**config.mk**
```make
export PLATFORM = sky130hd
export DESIGN_NAME = mining_host_flat
export DESIGN_NICKNAME = d
export VERILOG_FILES = /design/src/rtl/mining_host_if.sv /design/src/rtl/mining_host.sv /design/src/flat_wrapper.sv
export SDC_FILE = /design/constraint.sdc
export NUM_CORES = 1
export LEC_CHECK = 0
export CAP_MARGIN = 10
export CORE_MARGIN = 3
export CORE_UTILIZATION = 40
export DETAILED_ROUTE_END_ITERATION = 7
export DONT_BUFFER_PORTS = 1
export GPL_TIMING_DRIVEN = 0
export SLEW_MARGIN = 20
export SYNTH_ARGS = -nofsm -noshare
export SYNTH_HDL_FRONTEND = slang
export SYNTH_SLANG_ARGS = --single-unit
```
**constraint.sdc**
```tcl
create_clock -name clk_i -period 3.2 [get_ports clk_i]
set_clock_uncertainty 0.15 [all_clocks]
set_input_delay 0.16 -clock clk_i [delete_from_list [all_inputs] [get_ports clk_i]]
set_output_delay 0.16 -clock clk_i [all_outputs]
set_load 0.01 [all_outputs]
```
**src/rtl/mining_host_if.sv**
```systemverilog
// Job-load, UART byte-stream and result signals of the mining host.
// The master side is the surrounding system (loader, UART TX/RX shims).
// The slave side is mining_host itself.
interface mining_host_if #(
  parameter int n         = 8,
  parameter int HDR_BYTES = 128,
  parameter int RES_BYTES = 32
);
  localparam int AW = $clog2(HDR_BYTES);

  logic                   ld_en;
  logic [AW-1:0]          ld_addr;
  logic [n-1:0]           ld_data;
  logic                   start;
  logic                   busy;
  logic [n-1:0]           tx_data;
  logic                   tx_valid;
  logic                   tx_ready;
  logic [n-1:0]           rx_data;
  logic                   rx_valid;
  logic [n*RES_BYTES-1:0] hash;
  logic                   done;
  logic                   timeout;

  modport master (
    output ld_en, ld_addr, ld_data, start, tx_ready, rx_data, rx_valid,
    input  busy, tx_data, tx_valid, hash, done, timeout
  );

  modport slave (
    input  ld_en, ld_addr, ld_data, start, tx_ready, rx_data, rx_valid,
    output busy, tx_data, tx_valid, hash, done, timeout
  );
endinterface

```
**src/rtl/mining_host.sv**
```systemverilog
// Host side of the UART mining core.
// Streams a stored block-header job out byte by byte.
// Then gathers the returned hash/nonce bytes into one wide word.
// A watchdog aborts the response phase if the miner goes quiet.
module mining_host #(
  parameter int n         = 8,
  parameter int HDR_BYTES = 128,
  parameter int RES_BYTES = 32,
  parameter int TIMEOUT   = 16777216
) (
  input logic        clk_i,
  input logic        rst_i,
  mining_host_if.slave bus
);
  localparam int AW = $clog2(HDR_BYTES);
  localparam int RW = $clog2(RES_BYTES);
  localparam int TW = $clog2(TIMEOUT);

  localparam logic [AW-1:0] LAST_TX   = AW'(HDR_BYTES - 1);
  localparam logic [RW-1:0] LAST_RX   = RW'(RES_BYTES - 1);
  localparam logic [TW-1:0] TIMER_MAX = TW'(TIMEOUT - 1);

  typedef enum logic [2:0] {IDLE, SEND, WAIT, RECV, DONE} state_t;

  state_t                 state_reg, state_next;
  logic [n-1:0]           job_mem [HDR_BYTES];
  logic [AW-1:0]          tx_idx_reg;
  logic [RW-1:0]          rx_idx_reg;
  logic [TW-1:0]          timer_reg;
  logic                   timeout_reg;
  logic [n*RES_BYTES-1:0] hash_reg;

  logic listening;
  logic rx_fire;
  logic expire;

  assign listening = (state_reg == WAIT) || (state_reg == RECV);
  assign rx_fire   = listening && bus.rx_valid;
  // A byte arriving on the expiry cycle takes priority over the watchdog.
  assign expire    = listening && !bus.rx_valid && (timer_reg == TIMER_MAX);

  // Job buffer write port; loads only land while the host is idle so a running job is never disturbed.
  always_ff @(posedge clk_i) begin
    if (bus.ld_en && (state_reg == IDLE))
      job_mem[bus.ld_addr] <= bus.ld_data;
  end

  // FSM state register.
  always_ff @(posedge clk_i or negedge rst_i) begin
    if (!rst_i) state_reg <= IDLE;
    else        state_reg <= state_next;
  end

  // FSM next-state decode.
  always_comb begin
    state_next = state_reg;
    case (state_reg)
      IDLE: if (bus.start) state_next = SEND;
      SEND: if (bus.tx_ready && (tx_idx_reg == LAST_TX)) state_next = WAIT;
      WAIT, RECV: begin
        if (bus.rx_valid)
          state_next = (rx_idx_reg == LAST_RX) ? DONE : RECV;
        else if (timer_reg == TIMER_MAX)
          state_next = IDLE;
      end
      DONE:    state_next = IDLE;
      default: state_next = IDLE;
    endcase
  end

  // Byte indices, response watchdog and timeout pulse.
  always_ff @(posedge clk_i or negedge rst_i) begin
    if (!rst_i) begin
      tx_idx_reg  <= '0;
      rx_idx_reg  <= '0;
      timer_reg   <= '0;
      timeout_reg <= 1'b0;
    end else begin
      timeout_reg <= expire;
      case (state_reg)
        IDLE: tx_idx_reg <= '0;
        SEND: begin
          if (bus.tx_ready) begin
            if (tx_idx_reg == LAST_TX) begin
              tx_idx_reg <= '0;
              rx_idx_reg <= '0;
              timer_reg  <= '0;
            end else begin
              tx_idx_reg <= tx_idx_reg + AW'(1);
            end
          end
        end
        WAIT, RECV: begin
          if (bus.rx_valid) begin
            rx_idx_reg <= rx_idx_reg + RW'(1);
            timer_reg  <= '0;
          end else if (timer_reg != TIMER_MAX) begin
            timer_reg  <= timer_reg + TW'(1);
          end
        end
        default: ;
      endcase
    end
  end

  // Result assembly: byte k lands at [8k+7:8k], lowest byte first as the miner shifts it out.
  always_ff @(posedge clk_i or negedge rst_i) begin
    if (!rst_i)       hash_reg <= '0;
    else if (rx_fire) hash_reg[rx_idx_reg*n +: n] <= bus.rx_data;
  end

  assign bus.busy     = (state_reg != IDLE);
  assign bus.tx_valid = (state_reg == SEND);
  assign bus.tx_data  = (state_reg == SEND) ? job_mem[tx_idx_reg] : '0;
  assign bus.done     = (state_reg == DONE);
  assign bus.timeout  = timeout_reg;
  assign bus.hash     = hash_reg;
endmodule

```
**src/flat_wrapper.sv**
```systemverilog
// flat-port wrapper written by rule: the top's interface ports become plain ports
module mining_host_flat 
#(
  parameter int n         = 8,
  parameter int HDR_BYTES = 128,
  parameter int RES_BYTES = 32,
  parameter int TIMEOUT   = 16777216
)
  (clk_i, rst_i, bus_ld_en, bus_ld_addr, bus_ld_data, bus_start, bus_tx_ready, bus_rx_data, bus_rx_valid, bus_busy, bus_tx_data, bus_tx_valid, bus_hash, bus_done, bus_timeout);
  mining_host_if #(.n(n), .HDR_BYTES(HDR_BYTES), .RES_BYTES(RES_BYTES)) bus_i ();
  input logic clk_i;
  input logic rst_i;
  input wire logic [$bits(bus_i.ld_en)-1:0] bus_ld_en;
  input wire logic [$bits(bus_i.ld_addr)-1:0] bus_ld_addr;
  input wire logic [$bits(bus_i.ld_data)-1:0] bus_ld_data;
  input wire logic [$bits(bus_i.start)-1:0] bus_start;
  input wire logic [$bits(bus_i.tx_ready)-1:0] bus_tx_ready;
  input wire logic [$bits(bus_i.rx_data)-1:0] bus_rx_data;
  input wire logic [$bits(bus_i.rx_valid)-1:0] bus_rx_valid;
  output wire logic [$bits(bus_i.busy)-1:0] bus_busy;
  output wire logic [$bits(bus_i.tx_data)-1:0] bus_tx_data;
  output wire logic [$bits(bus_i.tx_valid)-1:0] bus_tx_valid;
  output wire logic [$bits(bus_i.hash)-1:0] bus_hash;
  output wire logic [$bits(bus_i.done)-1:0] bus_done;
  output wire logic [$bits(bus_i.timeout)-1:0] bus_timeout;
  assign bus_i.ld_en = bus_ld_en;
  assign bus_i.ld_addr = bus_ld_addr;
  assign bus_i.ld_data = bus_ld_data;
  assign bus_i.start = bus_start;
  assign bus_i.tx_ready = bus_tx_ready;
  assign bus_i.rx_data = bus_rx_data;
  assign bus_i.rx_valid = bus_rx_valid;
  assign bus_busy = bus_i.busy;
  assign bus_tx_data = bus_i.tx_data;
  assign bus_tx_valid = bus_i.tx_valid;
  assign bus_hash = bus_i.hash;
  assign bus_done = bus_i.done;
  assign bus_timeout = bus_i.timeout;
  mining_host #(.n(n), .HDR_BYTES(HDR_BYTES), .RES_BYTES(RES_BYTES), .TIMEOUT(TIMEOUT)) u_core (.clk_i(clk_i), .rst_i(rst_i), .bus(bus_i));
endmodule
```
==> flow_results.org, run 1 <==
** Setup path
- STA classifies the critical path endpoint as a primary output.
- The largest single stage delay on the critical path is 0.47 ns.
- The startpoint identified for the worst register-to-register timing path is u_core.state_reg[2].
- Category of cells accounting for the largest share of critical-path delay :: compound AO/OA/AOI/OAI gates
- Kind of critical path :: flop to primary output
- Termination of the worst setup path :: bus_tx_data[4]
- The worst setup path is launched from a flop.
- Crit. path cell count :: 10
- The critical path goes through buf_12 > buf_16 > buf_16 > nor2_4 > buf_8 > nand2_1 > a31oi_1 > o21ai_0 > a221o_1 > and4_4.
- In this run the worst path has a maximum fanout of 10.
- Worst path most repeated cell :: sky130_fd_sc_hd__buf_16
- Capture point of the worst reg-to-reg path :: u_core.job_mem[58][6]
- For the worst setup path, the data required time is 2.89 ns.
- R2r setup slk :: 0.05 ns
- The critical path contains buffers and inverters numbering 4 combined.
- In this run the worst setup path begins at u_core.tx_idx_reg[0].
- Reg2Reg Depth :: 7
- For this design, the slowest cell found on the critical path is sky130_fd_sc_hd__dfrtp_2.
- For the worst setup path, the data arrival time is 3.62 ns.

** Detailed routing
- For this block, the initial DRC count from the detailed router was 3722.
- Initial DRT Pass Iterations :: 5
- In the routed layout, each cell is associated on average with a via count of 5.92.
- Dividing the detail-routed wire length by the instance count gives 32.0 um.
- The count of nets left with antenna violations once routing finished came out at 0.
- Total number of vias :: 31300
- Drc violations :: 0
- After detailed routing, the total wire length is 169000 um.

** Global routing
- The first global-routing pass estimated 237000 um of wire.
- The number of global-route vias before repair was 31100.
- Entering global routing, the biggest net connects 297 pins.
- The number of antenna violations at the first check in global routing came to 5.
- After global routing the overflow that remains totals 0.
- Global-route usage over all layers :: 24.5%

** Timing
- RSZ-0062 raised after global routing :: true
- The tightest hold path in the finished design has a slack of -1.06 ns.
- Crit path setup slack, layout :: -0.734 ns
- Normalized max-slew margin :: 28.5%
- Fraction of the cycle the final worst path needs :: 123%
- Setup violations remaining at the end of the flow were counted as 8.
- Accumulated negative setup slack :: -5.33 ns
- Counting I/O delays and the setup requirement, the final critical path takes 3.93 ns.
- Slew of the pin with the lowest slew margin :: 1.07 ns
- Achievable Freq :: 254 MHz
- The final number of max-transition violations was 0.
- Final Hold Viols :: 296

** Logic synthesis
- Sorting the synthesized cells by area gives the leading types as sky130_fd_sc_hd__edfxtp_1, sky130_fd_sc_hd__dfrtp_1, sky130_fd_sc_hd__mux4_2.
- The share of the Yosys chip area taken by registers is 72.3%.
- Post-synthesis cell area :: 52800 um2
- Flip-flop cell with the highest count after synthesis :: sky130_fd_sc_hd__edfxtp_1
- Synth warnings :: 0
- Async set-reset flop share out of synthesis :: 22.4%
- Summed over all instances, the cell type with the most area after synthesis is sky130_fd_sc_hd__edfxtp_1.
- The number of nets in the synthesized netlist is 3211.
- Dominant cell by count in the synthesized netlist :: sky130_fd_sc_hd__edfxtp_1
- Number of enable-type register cells in the synthesized netlist :: 1024
- Commonest cells post-synth :: sky130_fd_sc_hd__edfxtp_1, sky130_fd_sc_hd__dfrtp_1, sky130_fd_sc_hd__nor2_1
- Number of synthesized register bits :: 1320
- Mean Syn Cell Area :: 16.6 um2
- Cell count after synthesis :: 3176
- The number of different library cells used by synthesis comes to 63.
- Share of the synthesized area in the top cell type :: 58.3%

** Cells and area
- Final #Nets :: 3470
- After routing the design area is 64200 um2.
- Largest register FFs :: 1024
- Fill cell instance count of the final layout :: 10700
- The area growth from synthesis to layout is 21.6%.
- Cells with a size suffix above 1 make up 29.8% of the layout.

** Die
- The die is 369 um wide.
- From bottom edge to top edge, the die measures 369 um.
- Initial standard-cell utilization of the core :: 40.5%
- Row generation in the floorplan step produced 132 rows.
- Total die area :: 136000 um2
- Number of top-level design ports :: 297
- The region available for standard cell placement spans 130000 um2.

** CTS
- Clock buffer count from CTS :: 143
- TritonCTS clock tree :: done
- The H-tree generated during clock tree synthesis spans 4 levels.
- The later pin in the worst-skew pair is clocked with a latency of 0.78 ns.
- The tree built by TritonCTS fans out to 1320 sinks.
- Root buf cell :: sky130_fd_sc_hd__clkbuf_16
- Maximum count of clock buffers along a single path :: 3
- After clock tree synthesis, the clock-pin slew on the worst setup and hold paths is 0.06 ns.

** Placed design
- Half-perimeter wire length after placement :: 108000 um
- Routability-driven placement finished with a final weighted congestion of 0.976.
- In this run the cell area measured after placement is 55000 um2.
- Port buffering added 0 buffers.

** Hold path
- Worst min path class :: input port to asynchronous set/reset pin

** Power and ir drop
- Largest vdd supply drop :: 0.520 mV
- LEAKAGE :: 22.1 nW
- In this run the power density over the cells is 722 nW/um2.

** Outcome
- The checks that failed: hold timing, setup timing.
- Status :: complete, but fails checks

** Job
- The tool flagged a number of max-cap violations equal to 0.
[area by class of cell]
class / instances / area [um2] / share of cell area [%]
Clock inverter: 79 / 722 / 1.13
Inverter: 36 / 143 / 0.222
Timing Repair Buffer: 121 / 1400 / 2.18
Buffer: 163 / 1830 / 2.86
Tap cell: 1742 / 2180 / 3.40
Antenna cell: 2 / 5.00 / 0.00780
Clock buffer: 177 / 3870 / 6.03
Multi-Input combinational cell: 1650 / 15800 / 24.7
Sequential cell: 1320 / 38200 / 59.5
[worst min path at each step]
stage          slack, ns  startpoint                   end  depth (start not counted)
3_3_place_gp       -0.28       rst_i  u_core.bus.hash[243]                          0
3_5_place_dp       -0.28       rst_i  u_core.bus.hash[243]                          0
2_1_floorplan      -0.29       rst_i    u_core.bus.hash[0]                          0
4_1_cts            -1.13       rst_i   u_core.bus.hash[26]                          0
6_report           -1.06       rst_i  u_core.bus.hash[243]                          0
5_1_grt            -1.10       rst_i  u_core.bus.hash[243]                          0
[cell usage in the layout (no fill, tap or decap), types with 62 or more instances in the layout]
master,instances
sky130_fd_sc_hd__mux2i_1,221
sky130_fd_sc_hd__mux4_2,150
sky130_fd_sc_hd__edfxtp_1,1024
sky130_fd_sc_hd__buf_4,75
sky130_fd_sc_hd__dfrtp_1,293
sky130_fd_sc_hd__clkbuf_16,147
sky130_fd_sc_hd__mux2_2,190
sky130_fd_sc_hd__clkbuf_1,62
sky130_fd_sc_hd__nor2_4,96
sky130_fd_sc_hd__nand2_1,204
sky130_fd_sc_hd__nor2_1,133
sky130_fd_sc_hd__nand3_1,62
[cell families after synthesis]
| family | Yosys count | share of synthesized area, % |
|---|---|---|
| flops | 1320 | 72.3 |
| simple gates | 715 | 6.14 |
| mux | 573 | 14.9 |
| compound gates | 332 | 4.34 |
| buf+inv | 206 | 1.79 |
| xor+xnor | 24 | 0.398 |
| fa+ha+maj | 6 | 0.142 |
[per-layer routing]
metal / vias to the layer above / part of all wire (%) / track usage, %
met5: - / 0.0065 / 0
met4: 2 / 4.4 / 10.4
met1: 16300 / 39 / 32.2
met3: 382 / 11 / 7.59
met2: 1740 / 46 / 37.8
li1: 12900 / - / -
[metrics by stage]
| stage | utilization (%) | power [mW] | setup slack, ns | hold slack, ns | std cells |
|---|---|---|---|---|---|
| 2_1_floorplan | - | 23.7 | 0.217 | -0.286 | 3176 |
| 3_5_place_dp | 42.2 | 27.1 | -1.90 | -0.279 | 4919 |
| 5_1_grt | 49.2 | 47.4 | -0.707 | -1.10 | 5289 |
| 4_1_cts | 48.8 | 46.0 | -0.669 | -1.13 | 5274 |
| 3_3_place_gp | 42.2 | 27.1 | -2.42 | -0.279 | 4918 |
| 6_report | 49.2 | 46.3 | -0.734 | -1.06 | 5290 |
[what timing repair did]
action	CTS	global route
endpoints found under the setup margin	1300	884
hold buffers	37	2
gates resized for setup	690	95
pin swaps	60	33
cloned	5	0
endpoints found under the hold margin	1661	324
buffers inserted	63	14
[power by group]
| group | leakage [nW] | total (mW) | switching, mW | internal, mW |
|---|---|---|---|---|
| sequential | 13.2 | 18.6 | 0.0611 | 18.6 |
| clock | 2.25 | 16.3 | 6.99 | 9.35 |
| combinational | 6.57 | 11.4 | 6.63 | 4.76 |
| total | 22.1 | 46.3 | 13.7 | 32.7 |
(Power assumes the default switching activity.)
==> inputs of run 2 (changes only) <==
SKIP_CTS_REPAIR_TIMING = 1   (was not set)
==> run 2 against run 1 <==
Effect of this change:
- the flow still finishes with violations (hold timing, setup timing)
- critical path depth increased by 1
- core utilization increased by 0.33 points
- hold slack got worse by 0.0040 ns
- maximum frequency decreased by 0.93%
- final cell count increased by 0.83%
- register-to-register slack got worse by 0.08 ns
- sequential share of layout area decreased by 0.39 points
- highest routed layer unchanged
==> flow_results.org, run 2 (synthesis gave the netlist of run 1 again) <==
** Outcome
- The flow ran to the end, but the final reports show violations.
- Violated checks :: hold timing, setup timing

** Placed design
- The half-perimeter wire length of the detailed placement result is 108000 um (unchanged).
- Buffers added on ports :: 0 (unchanged)
- The final weighted congestion of routability-driven global placement was 0.976 (unchanged).
- The number of placed instances with taps included is 4919 (unchanged).

** Power and ir drop
- Power per cell area :: 720 nW/um2 (-0.41%)
- Largest vdd supply drop :: 0.535 mV (+3.0%)
- Fraction of power spent switching nets :: 29.4% (-0.11 points)
- The part of the power in the clock network came to 35.1% (-0.2 points).
- The overall power after layout was 46.5 mW (+0.26%).
- The cell leakage power came to 22.3 nW (+1.2%).
- Sequential share of power :: 40.1% (about the same)
- Relative contribution of combinational cells to total power :: 24.8% (+0.2 points)
- The internal cell power was 32.8 mW (+0.42%).
- Reported net switching power :: 13.7 mW (-0.12%)

** Cells and area
- The number of nets in the layout came to 3510 (+1.2%).
- The number of flip-flops in the largest register was 1024 (unchanged).
- Leaving out fill and tap cells, the most frequent cell in the layout is sky130_fd_sc_hd__edfxtp_1.
- Share of post-route cells with drive strength above 1 :: 31.4% (+1.6 points)
- The top cell types in the final layout, fill and taps aside, are sky130_fd_sc_hd__edfxtp_1, sky130_fd_sc_hd__dfrtp_1, sky130_fd_sc_hd__mux2i_1, sky130_fd_sc_hd__nand2_1, sky130_fd_sc_hd__mux2_2.
- Post-layout instance count excluding filler cells :: 5334 (+0.83%)
- Layout area overhead :: 22.4%

** Die
- The starting density of the core was 40.5% (unchanged).
- Horiz. Die Dim :: 369 um (unchanged)
- Placeable core region :: 130000 um2 (unchanged)
- The die boundary height is 369 um (unchanged).
- The full die area was 136000 um2 (unchanged).
- The number of ports placed on the die boundary was 297 (unchanged).
- The floorplan row count came to 132 (unchanged).

** Detailed routing
- Drc violations :: 0 (unchanged)
- Routed WL per cell :: 31.6 um (-1.3%)
- The antenna violation net count after detailed routing was 0 (unchanged).
- Initial DRT Pass Iterations :: 6 (+1)
- The total via count in the routed design came to 31400 (+0.36%).
- The DRC marker count from the first detailed-route iteration was 3550 (-4.6%).
- Average vias per placed instance :: 5.89 (-0.47%)
- The total length of routed wires was 169000 um (-0.44%).

** Setup path
- The data arrival time of the critical path came to 3.66 ns (+0.04 ns).
- The required arrival time at the worst endpoint is 2.89 ns (about the same).
- Source of the critical timing path :: u_core.tx_idx_reg[0]
- Setup crit end kind :: primary output
- Reg2Reg Depth :: 6 (-1)
- Termination of the worst setup path :: bus_tx_data[6]
- In this run the critical register-to-register path is launched from u_core.state_reg[2].
- Setup crit start kind :: flop
- The critical path in this run is classified as flop to primary output.
- In this run the critical register-to-register path is captured at u_core.job_mem[73][3].
- R2r setup slk :: -0.03 ns (-0.08 ns)
- Max FO, Critical Path :: 7 (-3)

** Timing
- Count of endpoints failing setup in the final report :: 32 (+24)
- The final setup TNS came to -5.83 ns (-0.507 ns).
- Setup repair after global routing could not meet its margin everywhere.
- Normalized max-slew margin :: 27.8% (-0.72 points)
- Slew of the pin with the lowest slew margin :: 1.08 ns (+0.0107 ns)
- The final number of max-transition violations was 0 (unchanged).
- Crit path setup slack, layout :: -0.770 ns (-0.0369 ns)
- The top achievable clock speed came to 252 MHz (-0.93%).
- Fraction of the cycle the final worst path needs :: 124% (+1.2 points)
- The hold violation count in the final report came to 304 (+2.7%).
- The minimum hold slack is -1.07 ns (-0.00400 ns).
- The minimum clock period came to 3.97 ns (+0.0369 ns).

** CTS
- Root buf cell :: sky130_fd_sc_hd__clkbuf_16
- Clock buffer count from CTS :: 143 (unchanged)
- The H-tree level count is 4 (unchanged).
- Clock-pin slew on the worst setup and hold paths :: 0.06 ns (about the same)
- The number of clock sinks was 1320 (unchanged).
- Insertion delay of the later-clocked pin in the worst-skew pair :: 0.79 ns (about the same)
- TritonCTS clock tree :: done
- Maximum count of clock buffers along a single path :: 3 (unchanged)

** Global routing
- The largest net degree at the start of global routing came to 297 (unchanged).
- Global Route met3 Usage :: 6.54% (-1.0 points)
- Global Route met2 Usage :: 36.8% (-0.99 points)
- Global-route wire length before repair :: 231000 um (-2.8%)
- The number of global-route vias before repair is 30100 (-3.1%).
- The layer flagged by global routing as most heavily used is met2.
- Overflow after GRT :: 0 (unchanged)
- The met1 capacity usage during global routing was 32.1% (-0.19 points).
- The global-route total usage across every layer came to 23.9% (-0.65 points).
- The number of antenna violations at the first check in global routing was 7 (+2).

** Hold path
- Worst min path class :: input port to asynchronous set/reset pin

** Job
- Number of max-cap violations :: 0 (unchanged)
-- run 2: metrics by stage --
stage	worst slack (ns)	cell area (um2)	util (%)
2_1_floorplan	0.217	52800	-
3_3_place_gp	-2.42	55000	42.2
3_5_place_dp	-1.90	55000	42.2
4_1_cts	-2.74	59600	45.7
5_1_grt	-0.770	64600	49.6
6_report	-0.770	64600	49.6
-- run 2: power groups by stage --
stage	Clock (mW)	Combinational, mW	Sequential (mW)
6_report	16.3	11.5	18.6
5_1_grt	17.2	11.7	18.6
4_1_cts	16.5	8.19	18.6
3_5_place_dp	0	8.17	18.9
3_3_place_gp	0	8.16	18.9
2_1_floorplan	0	4.80	18.9
-- run 2: worst max-delay path, stage by stage (launching register included) --
cell and delay (ns):
sky130_fd_sc_hd__dfrtp_2 0.49, sky130_fd_sc_hd__buf_12 0.19, sky130_fd_sc_hd__buf_16 0.17, sky130_fd_sc_hd__buf_16 0.16
sky130_fd_sc_hd__buf_16 0.15, sky130_fd_sc_hd__buf_12 0.15, sky130_fd_sc_hd__mux4_2 0.33, sky130_fd_sc_hd__nand2_1 0.06
sky130_fd_sc_hd__and3_4 0.19, sky130_fd_sc_hd__a211oi_4 0.39, sky130_fd_sc_hd__o21ai_4 0.10, sky130_fd_sc_hd__nor3_4 0.47
-- run 2: layer usage --
metal  part of all wire (%)  up-vias
met1                     39    16400
li1                       -    13000
met2                     47     1710
met4                    4.3        2
met5                 0.0077        -
met3                     10      361
-- run 2: layout make-up --
| class | count | area, um2 |
|---|---|---|
| antenna | 6 | 15.0 |
| buffer | 165 | 1830 |
| clock buffer | 177 | 3870 |
| clock inverter | 79 | 722 |
| fill | 10700 | 65700 |
| inverter | 36 | 146 |
| multi-input combinational | 1650 | 15900 |
| sequential | 1320 | 38200 |
| tap | 1742 | 2180 |
| timing repair buffer | 159 | 1760 |
-- run 2: how the worst min path moves through the flow --
stage	end	slack [ns]	cells after the start
2_1_floorplan	u_core.bus.hash[0]	-0.29	0
3_5_place_dp	u_core.bus.hash[243]	-0.28	0
3_3_place_gp	u_core.bus.hash[243]	-0.28	0
4_1_cts	u_core.bus.hash[26]	-1.13	0
5_1_grt	u_core.bus.hash[229]	-1.10	0
6_report	u_core.bus.hash[243]	-1.07	0
